--- src/rtl/qoa_pkg.sv ---
`default_nettype none
// ============================================================================
//  Module      : qoa_pkg
//  Description : Shared constants for the multi-channel QOA LMS decoder:
//                command-byte field positions, decoder state encoding and
//                fixed-point constants of the QOA predictor.
//  Revision    : 1.0 - initial multi-channel release
// ============================================================================
package qoa_pkg;

    // Command byte field positions
    localparam int CMD_RES_BIT  = 0;   // 1 = residual command
    localparam int CMD_WSEL_BIT = 1;   // load: 0 = history, 1 = weight
    localparam int CMD_SEL_BIT  = 6;   // with bit7=1: 1 = channel select, 0 = TX
    localparam int CMD_TX_BIT   = 7;   // with bit0=0: 0 = load, 1 = TX/select
    localparam int SF_MSB       = 7;
    localparam int SF_LSB       = 4;
    localparam int QR_MSB       = 3;
    localparam int QR_LSB       = 1;
    localparam int TAP_MSB      = 3;
    localparam int TAP_LSB      = 2;
    localparam int CH_MSB       = 3;
    localparam int CH_LSB       = 1;

    typedef enum logic [1:0] {
        WAIT     = 2'd0,
        PARSE    = 2'd1,
        DECODE   = 2'd2,
        TXSAMPLE = 2'd3
    } qoa_state_e;

    localparam int SAMPLE_MIN  = -32768;
    localparam int SAMPLE_MAX  = 32767;
    localparam int PRED_SHIFT  = 13;
    localparam int DELTA_SHIFT = 4;
    localparam int QOA_TAPS    = 4;

endpackage
`default_nettype wire

--- src/rtl/qoa_dequant_rom.sv ---
`default_nettype none
// ============================================================================
//  Module      : qoa_dequant_rom
//  Description : QOA dequantisation table, combinational.
//                dequant = round(scale[sf] * {0.75,2.5,4.5,7}[qr>>1]),
//                negated for odd qr, rounding half away from zero.
//  Ports       : i_sf [3:0] scale factor, i_qr [2:0] quantised residual,
//                o_dequant [15:0] signed dequantised residual.
//  Revision    : 1.0 - initial release
// ============================================================================
module qoa_dequant_rom (
    input  logic [3:0]         i_sf,
    input  logic [2:0]         i_qr,
    output logic signed [15:0] o_dequant
);

    logic [17:0] w_scale;
    logic [17:0] w_mag;

    always_comb begin
        w_scale = 18'd1;
        case (i_sf)
            4'd0:  w_scale = 18'd1;
            4'd1:  w_scale = 18'd7;
            4'd2:  w_scale = 18'd21;
            4'd3:  w_scale = 18'd45;
            4'd4:  w_scale = 18'd84;
            4'd5:  w_scale = 18'd138;
            4'd6:  w_scale = 18'd211;
            4'd7:  w_scale = 18'd304;
            4'd8:  w_scale = 18'd421;
            4'd9:  w_scale = 18'd562;
            4'd10: w_scale = 18'd731;
            4'd11: w_scale = 18'd928;
            4'd12: w_scale = 18'd1157;
            4'd13: w_scale = 18'd1419;
            4'd14: w_scale = 18'd1715;
            default: w_scale = 18'd2048;
        endcase

        // floor(k*scale + 0.5) written as integer arithmetic
        w_mag = 18'd0;
        case (i_qr[2:1])
            2'd0: w_mag = (18'd3 * w_scale + 18'd2) >> 2;
            2'd1: w_mag = (18'd5 * w_scale + 18'd1) >> 1;
            2'd2: w_mag = (18'd9 * w_scale + 18'd1) >> 1;
            default: w_mag = 18'd7 * w_scale;
        endcase

        o_dequant = i_qr[0] ? -w_mag[15:0] : w_mag[15:0];
    end

endmodule
`default_nettype wire

--- src/rtl/qoa_lms_update.sv ---
`default_nettype none
// ============================================================================
//  Module      : qoa_lms_update
//  Description : Combinational LMS update step: prediction, sample clamp and
//                the sign-directed weight adaptation.
//                Build macro QOA_SAT_WEIGHTS_EN: weights saturate to 16 bits
//                instead of wrapping.
//  Ports       : i_acc accumulated prediction, i_dequant residual,
//                i_hist/i_wt current taps, o_sample clamped sample,
//                o_wt_next adapted weights.
//  Revision    : 1.0 - initial release
// ============================================================================
module qoa_lms_update
    import qoa_pkg::*;
#(
    parameter int ACC_W    = 32,
    parameter int LMS_TAPS = 4
) (
    input  logic signed [ACC_W-1:0] i_acc,
    input  logic signed [15:0]      i_dequant,
    input  logic signed [15:0]      i_hist    [LMS_TAPS],
    input  logic signed [15:0]      i_wt      [LMS_TAPS],
    output logic signed [15:0]      o_sample,
    output logic signed [15:0]      o_wt_next [LMS_TAPS]
);

    localparam logic signed [ACC_W-1:0] c_sample_min = ACC_W'(SAMPLE_MIN);
    localparam logic signed [ACC_W-1:0] c_sample_max = ACC_W'(SAMPLE_MAX);

    logic signed [ACC_W-1:0] w_pred;
    logic signed [ACC_W-1:0] w_uc;
    logic signed [15:0]      w_delta;

    assign w_pred  = i_acc >>> PRED_SHIFT;
    assign w_uc    = w_pred + ACC_W'(i_dequant);
    assign w_delta = i_dequant >>> DELTA_SHIFT;

    always_comb begin
        if (w_uc > c_sample_max) begin
            o_sample = 16'(SAMPLE_MAX);
        end else if (w_uc < c_sample_min) begin
            o_sample = 16'(SAMPLE_MIN);
        end else begin
            o_sample = w_uc[15:0];
        end
    end

    for (genvar t = 0; t < LMS_TAPS; t++) begin : g_tap
        logic signed [15:0] w_step;
        // Move the weight toward the sign of the history it multiplies
        assign w_step = i_hist[t][15] ? -w_delta : w_delta;
`ifdef QOA_SAT_WEIGHTS_EN
        logic signed [16:0] w_sum;
        assign w_sum = 17'(i_wt[t]) + 17'(w_step);
        assign o_wt_next[t] = (w_sum[16] != w_sum[15]) ?
                              (w_sum[16] ? 16'h8000 : 16'h7FFF) : w_sum[15:0];
`else
        assign o_wt_next[t] = i_wt[t] + w_step;
`endif
    end

endmodule
`default_nettype wire

--- src/rtl/qoa_mc_lms_decoder.sv ---
`default_nettype none
// ============================================================================
//  Module      : qoa_mc_lms_decoder
//  Description : Multi-channel QOA LMS sample decoder. Consumes a command
//                byte stream, keeps an independent 4-tap LMS predictor per
//                channel, decodes one residual per command and returns the
//                active channel's last sample on TX.
//                Build macro QOA_SAT_WEIGHTS_EN: saturating weight update.
//  Ports       : sys_clk, sys_rst_n (sync, active-low),
//                data_rdy/spi_in  - byte strobe and command/data byte,
//                spi_out          - sample for the output shifter,
//                busy             - residual decode in progress,
//                err_overrun      - sticky: byte arrived while busy.
//  Revision    : 1.0 - initial multi-channel release
// ============================================================================
module qoa_mc_lms_decoder
    import qoa_pkg::*;
#(
    parameter int NUM_CH   = 2,
    parameter int ACC_W    = 32,
    parameter int LMS_TAPS = 4
) (
    input  logic        sys_clk,
    input  logic        sys_rst_n,
    input  logic        data_rdy,
    input  logic [7:0]  spi_in,
    output logic [15:0] spi_out,
    output logic        busy,
    output logic        err_overrun
);

    localparam int c_ch_w = (NUM_CH > 1) ? $clog2(NUM_CH) : 1;

    if (LMS_TAPS != QOA_TAPS || NUM_CH < 1 || NUM_CH > 8 || ACC_W < 32) begin : g_param_check
        $error("qoa_mc_lms_decoder: unsupported parameter set");
    end

    qoa_state_e r_state;
    qoa_state_e w_next_state;

    logic [c_ch_w-1:0]       r_active_ch;
    logic signed [15:0]      r_hist   [NUM_CH][LMS_TAPS];
    logic signed [15:0]      r_wt     [NUM_CH][LMS_TAPS];
    logic signed [15:0]      r_sample [NUM_CH];
    logic [15:0]             r_spi_out;
    logic                    r_err;
    logic signed [ACC_W-1:0] r_acc;
    logic signed [15:0]      r_dequant;
    logic [3:0]              r_sf;
    logic [2:0]              r_qr;
    logic [2:0]              r_step;
    logic                    r_byte_idx;
    logic [7:0]              r_hi_byte;
    logic                    r_load_wt;
    logic [1:0]              r_load_tap;

    logic signed [15:0]      w_rom_dequant;
    logic signed [15:0]      w_cur_hist [LMS_TAPS];
    logic signed [15:0]      w_cur_wt   [LMS_TAPS];
    logic signed [15:0]      w_wt_next  [LMS_TAPS];
    logic signed [15:0]      w_sample;
    logic signed [31:0]      w_product;

    qoa_dequant_rom u_dequant_rom (
        .i_sf      (r_sf),
        .i_qr      (r_qr),
        .o_dequant (w_rom_dequant)
    );

    always_comb begin
        for (int t = 0; t < LMS_TAPS; t++) begin
            w_cur_hist[t] = r_hist[r_active_ch][t];
            w_cur_wt[t]   = r_wt[r_active_ch][t];
        end
    end

    // One tap per cycle; r_step 0..3 selects the tap
    assign w_product = 32'(w_cur_hist[r_step[1:0]]) * 32'(w_cur_wt[r_step[1:0]]);

    qoa_lms_update #(
        .ACC_W    (ACC_W),
        .LMS_TAPS (LMS_TAPS)
    ) u_lms_update (
        .i_acc     (r_acc),
        .i_dequant (r_dequant),
        .i_hist    (w_cur_hist),
        .i_wt      (w_cur_wt),
        .o_sample  (w_sample),
        .o_wt_next (w_wt_next)
    );

    always_ff @(posedge sys_clk) begin
        if (!sys_rst_n) begin
            r_state <= WAIT;
        end else begin
            r_state <= w_next_state;
        end
    end

    always_comb begin
        w_next_state = r_state;
        case (r_state)
            WAIT: begin
                if (data_rdy) begin
                    if (spi_in[CMD_RES_BIT]) begin
                        w_next_state = DECODE;
                    end else if (!spi_in[CMD_TX_BIT]) begin
                        w_next_state = PARSE;
                    end else if (!spi_in[CMD_SEL_BIT]) begin
                        w_next_state = TXSAMPLE;
                    end
                end
            end
            PARSE, TXSAMPLE: begin
                if (data_rdy && r_byte_idx) begin
                    w_next_state = WAIT;
                end
            end
            DECODE: begin
                if (r_step == 3'd4) begin
                    w_next_state = WAIT;
                end
            end
            default: w_next_state = WAIT;
        endcase
    end

    always_ff @(posedge sys_clk) begin
        if (!sys_rst_n) begin
            for (int c = 0; c < NUM_CH; c++) begin
                for (int t = 0; t < LMS_TAPS; t++) begin
                    r_hist[c][t] <= '0;
                    r_wt[c][t]   <= '0;
                end
                r_sample[c] <= '0;
            end
            r_active_ch <= '0;
            r_spi_out   <= '0;
            r_err       <= 1'b0;
            r_acc       <= '0;
            r_dequant   <= '0;
            r_sf        <= '0;
            r_qr        <= '0;
            r_step      <= '0;
            r_byte_idx  <= 1'b0;
            r_hi_byte   <= '0;
            r_load_wt   <= 1'b0;
            r_load_tap  <= '0;
        end else begin
            case (r_state)
                WAIT: begin
                    r_byte_idx <= 1'b0;
                    r_step     <= '0;
                    if (data_rdy) begin
                        if (spi_in[CMD_RES_BIT]) begin
                            r_sf <= spi_in[SF_MSB:SF_LSB];
                            r_qr <= spi_in[QR_MSB:QR_LSB];
                        end else if (!spi_in[CMD_TX_BIT]) begin
                            r_load_wt  <= spi_in[CMD_WSEL_BIT];
                            r_load_tap <= spi_in[TAP_MSB:TAP_LSB];
                        end else if (!spi_in[CMD_SEL_BIT]) begin
                            r_spi_out <= r_sample[r_active_ch];
                        end else if (int'(spi_in[CH_MSB:CH_LSB]) < NUM_CH) begin
                            r_active_ch <= spi_in[CH_LSB +: c_ch_w];
                        end
                    end
                end
                PARSE: begin
                    if (data_rdy) begin
                        if (!r_byte_idx) begin
                            r_hi_byte  <= spi_in;
                            r_byte_idx <= 1'b1;
                        end else if (r_load_wt) begin
                            r_wt[r_active_ch][r_load_tap] <= {r_hi_byte, spi_in};
                        end else begin
                            r_hist[r_active_ch][r_load_tap] <= {r_hi_byte, spi_in};
                        end
                    end
                end
                TXSAMPLE: begin
                    if (data_rdy) begin
                        r_byte_idx <= 1'b1;
                    end
                end
                DECODE: begin
                    if (data_rdy) begin
                        r_err <= 1'b1;
                    end
                    r_step <= r_step + 3'd1;
                    if (r_step == 3'd0) begin
                        r_dequant <= w_rom_dequant;
                    end
                    if (r_step != 3'd4) begin
                        r_acc <= r_acc + ACC_W'(w_product);
                    end else begin
                        // Update: weights adapt against the pre-shift history
                        for (int t = 0; t < LMS_TAPS; t++) begin
                            r_wt[r_active_ch][t] <= w_wt_next[t];
                        end
                        for (int t = 0; t < LMS_TAPS - 1; t++) begin
                            r_hist[r_active_ch][t] <= r_hist[r_active_ch][t+1];
                        end
                        r_hist[r_active_ch][LMS_TAPS-1] <= w_sample;
                        r_sample[r_active_ch]           <= w_sample;
                        r_acc                           <= '0;
                    end
                end
                default: ;
            endcase
        end
    end

    assign spi_out     = r_spi_out;
    assign busy        = (r_state == DECODE);
    assign err_overrun = r_err;

endmodule
`default_nettype wire

--- config.mk ---
export PLATFORM = sky130hd
export DESIGN_NAME = qoa_mc_lms_decoder
export DESIGN_NICKNAME = d
export VERILOG_FILES = /design/src/rtl/qoa_pkg.sv /design/src/rtl/qoa_dequant_rom.sv /design/src/rtl/qoa_lms_update.sv /design/src/rtl/qoa_mc_lms_decoder.sv
export SDC_FILE = /design/constraint.sdc
export NUM_CORES = 2
export LEC_CHECK = 0
export BUFFER_PORTS_ARGS = -buffer_cell sky130_fd_sc_hd__buf_2
export CAP_MARGIN = 20
export CORE_ASPECT_RATIO = 1.25
export CORE_UTILIZATION = 65
export CTS_BUF_LIST = sky130_fd_sc_hd__clkbuf_4 sky130_fd_sc_hd__clkbuf_8 sky130_fd_sc_hd__clkbuf_16
export CTS_CLUSTER_SIZE = 40
export DETAILED_ROUTE_END_ITERATION = 8
export PLACE_DENSITY_LB_ADDON = 0.3
export SETUP_SLACK_MARGIN = 0.05
export SLEW_MARGIN = 25
export SYNTH_ARGS = -nofsm -noshare
export SYNTH_HDL_FRONTEND = slang
export SYNTH_SLANG_ARGS = --single-unit
--- constraint.sdc ---
create_clock -name sys_clk -period 13.2 [get_ports sys_clk]
set_clock_uncertainty 0.05 [all_clocks]
set_input_delay 1.32 -clock sys_clk [delete_from_list [all_inputs] [get_ports sys_clk]]
set_output_delay 1.32 -clock sys_clk [all_outputs]
set_load 0.02 [all_outputs]
==> results.txt <==
----------------------------------------------------
[Setup path]
  Most common cell type on the critical path ... fa_1
  Endpoint class of the critical path ... register
  Largest incremental delay on the critical path ... between 0.8 and 0.9 ns
  Crit Path Category ... register to register
  Worst Path Required ... around 14 ns
  Worst setup SP type ... register
  Critical-path top delay cell ... buf_4
  Data arrival time of the worst path ... about 9.6 ns
  Largest fanout on the critical path ... 59
  Cell depth of the worst flop-to-flop path ... 26

[Synthesis]
  Mean cell area of the mapped netlist ... ~9.7 µm²
  Top_reg_cell synth ... edfxtp_1
  Gate count after technology mapping ... approximately 3,700
  Flip-flop and latch count after synthesis ... 391
  Summed instance area of the synthesized netlist ... about 36,000 µm²
  Syn. warnings ... 0
  Fraction of registers with async set or reset after synthesis ... 0
  Total nets after synthesis ... 4,272
  Number of enable flip-flop cells after synthesis ... between 200 and 300
  Number of different library cells in the post-synthesis netlist ... between 80 and 90
  Register area share after synthesis ... 0.3006

[Min path]
  Cell depth of the worst min-delay path ... 2
  Min-delay worst type ... register to register

[Power and ir drop]
  LEAKAGE ... between 15 and 20 nW
  Worst vdd rail ir drop ... between 0.2 and 0.3 mV
  Ratio of total power to cell area ... 169.0 nW/µm²

[Floorplan]
  Die width ... 211.4 µm
  Area of the die ... roughly 56,000 µm²
  Initial core utilization ... 0.6602
  Cell row count ... 95
  Core box area ... ~54,000 µm²
  Top-Level Pins ... 29
  Height of the die ... approximately 260 µm

[Place]
  Global placer's final weighted congestion ... approximately 0.97
  Port bufs ... 28
  HPWL after detailed placement ... about 75 mm
  Number of cells in the design after placement ... between 4,000 and 5,000

[STA]
  Fin crit period ... approximately 9.2 ns
  Max-Slew Margin vs Limit ... 0.2283
  Transition time at the pin with the least slew margin ... ~1.2 ns
  Share of the cycle needed by the critical path after routing ... 0.6946
  RSZ-0062 raised after global routing ... false
  Setup-failing EPs final ... 0
  Number of max-slew violations in the final report ... 0
  Number of endpoints with negative hold slack in the final report ... 0
  Fmax ... between 100 and 150 MHz
  Final sum of negative setup slack ... 0 ns

[Clock network]
  Count of H-tree levels built during CTS ... 2
  CTS sink count ... between 300 and 400
  Clock slew at reported path FFs ... approximately 0.060 ns
  Number of buffers added by the clock tree synthesis step ... between 40 and 50
  Clk Tree Root Cell ... clkbuf_16
  Maximum number of buffers from clock root to sink ... 3
  Insertion delay of the later-clocked pin in the worst-skew pair ... around 0.6 ns
  Clock tree from TritonCTS ... built
  CTS resizes ... 0
  Post-cts hold buffer count ... 0
  Post-CTS setup buffer count ... 0

[Routing]
  TritonRoute pass-1 iters ... 9
  Number of remaining DRC errors ... 0
  Average via count per standard cell ... ~6.4
  Total length of routed wires ... between 100 and 150 mm
  Per-cell routed wire length ... approximately 23 µm
  Drt initial violations ... between 2,000 and 3,000
  Post-route ant nets ... 0
  Routed via count ... 28,059

[Cells and area]
  Fraction of final layout cells with drive strength greater than 1 ... 0.07782
  Nets ... about 4,200
  Non-filler instance count after layout ... ~4,400
  Filler cells ... 4,063
  Count of inserted antenna diode cells ... 0
  Post-synthesis to final-layout area growth ... 6.462%

[GRT]
  Via count of the first global-routing pass ... 28,194
  Initial antenna violation count ... 0
  First-pass GRT wire length ... ~160 mm
  Global Route Usage Sum ... 0.3653
  Total congestion overflow ... 0
  Maximum number of pins on one net before global-route repair ... 66

[Outcome]
  Run status ... completed

[Flow run]
  Maxcap violations ... 0

----------------------------------------------------
## per-layer routing
| layer | vias to the layer above | track usage | wire length, µm |
|---|---|---|---|
| li1 | 12540 | - | - |
| met1 | 13596 | 0.4410 | 36340 |
| met2 | 1517 | 0.5835 | 46050 |
| met3 | 406 | 0.08726 | 10290 |
| met4 | 0 | 0.2385 | 7372 |
| met5 | - | 0 | 0 |
## cell type report
cell class / instances / area [µm²] / area share
multi-input combinational: 2718 / 22690 / 0.5983
sequential: 391 / 10720 / 0.2825
inverter: 429 / 1610 / 0.04245
clock buffer: 59 / 1286 / 0.03391
tap: 727 / 909.6 / 0.02398
timing repair buffer: 69 / 447.9 / 0.01181
clock inverter: 22 / 266.5 / 0.007026
## layout by cell type, fill, tap and decap left out, drive strengths merged, types with 11 or more instances in the layout
master  count
nor2      442
inv       429
nand2     312
fa        310
edfxtp    288
ha        264
a21oi     183
o21ai     166
mux2i     105
dfxtp     103
xor2       82
xnor2      81
nor2b      81
mux2       75
buf        69
a211oi     67
a21o       60
clkbuf     59
o21a       52
nor3       39
nand3      37
nor3b      36
nand2b     28
a22oi      25
and2       22
a31oi      21
o21bai     19
mux4       18
clkinv     18
and3       17
o211ai     13
o31ai      12
a211o      11
## worst max-delay path: cells and delay by family, from the launching register on
kind,cells,cell delay [ns]
muxes,2,1.00
xor gates and xnor gates,1,0.15
buffers and inverters,4,0.99
DFF,1,0.64
adders and majority gates,7,3.47
AOI/OAI and AO/OA,8,2.01
and+or+nand+nor,4,0.66
## report_power, final
group / switching (W) / internal [W]
logic: 0.00217 / 0.00150
clock network: 0.000541 / 0.000755
registers: 0.0000610 / 0.00138
total: 0.00278 / 0.00364
## synth_stat cells, drive strengths merged (8+ instances only)
| library cell | n | area [µm²] |
|---|---|---|
| o22ai | 10 | 62.56 |
| nor3b | 36 | 270.3 |
| nand2b | 28 | 175.2 |
| dfxtp | 103 | 2062 |
| nand2 | 312 | 1171 |
| nand3 | 37 | 185.2 |
| buf | 28 | 126.4 |
| a211o | 11 | 97.59 |
| ha | 264 | 3303 |
| edfxtp | 288 | 8648 |
| and3 | 17 | 106.4 |
| a21oi | 183 | 915.9 |
| or3 | 8 | 50.05 |
| inv | 426 | 1599 |
| a211oi | 67 | 508.0 |
| xnor2 | 81 | 709.4 |
| mux2i | 105 | 1051 |
| xor2 | 82 | 718.2 |
| a31oi | 21 | 131.4 |
| mux2 | 75 | 844.6 |
| o21ai | 166 | 830.8 |
| o31ai | 12 | 95.09 |
| mux4 | 18 | 409.2 |
| fa | 310 | 6206 |
| nor3 | 39 | 195.2 |
| o211ai | 13 | 97.59 |
| or2 | 10 | 62.56 |
| and2 | 22 | 137.6 |
| o21a | 52 | 391.6 |
| nand4 | 10 | 62.56 |
| nor2 | 442 | 1662 |
| o21bai | 19 | 142.6 |
| nor2b | 81 | 514.2 |
| a21o | 60 | 450.4 |
| clkbuf | 121 | 514.2 |
| a22oi | 25 | 187.7 |
## through the flow
stage	hold WS, ns	instance area (µm²)	worst slack (ns)	util	total power [W]
finish	0.4243	37930	4.031	0.7029	0.006411
global route	0.4359	37930	3.542	0.7029	0.006935
CTS	0.4246	37930	4.152	0.7028	0.006380
detailed placement	0.4159	36370	4.169	0.6740	0.005073
global placement	0.3936	36370	4.225	0.6739	0.004974
floorplan	0.3856	35630	5.061	-	0.004261
## path summary, 6_finish.rpt
path	end	start	slack (ns)
worst min register to register	r_acc[6]	r_acc[6]	0.42
worst min-delay path	r_acc[6]	r_acc[6]	0.42
worst max-delay path	r_acc[30]	register	4.03
worst max register to register	r_acc[30]	register	4.03
## registers in the layout (all words and copies together), names as in the netlist, 3 cells and up, named ones only
register               count
r_acc                     32
spi_out                   16
r_sample                  32
u_dequant_rom.w_scale     12
r_hi_byte                  8
r_qr                       3
r_step                     3
r_wt                     128
r_hist                   128
r_sf                       4
r_dequant                 16
## logic make-up after synthesis
| group | count (synthesis) | share of synthesized area |
|---|---|---|
| simple gates | 1071 | 0.1355 |
| buf+inv | 578 | 0.06318 |
| xor+xnor | 163 | 0.04007 |
| flops | 391 | 0.3006 |
| fa+ha+maj | 574 | 0.2669 |
| compound gates | 712 | 0.1291 |
| mux | 198 | 0.06469 |
(Power assumes the default switching activity.)
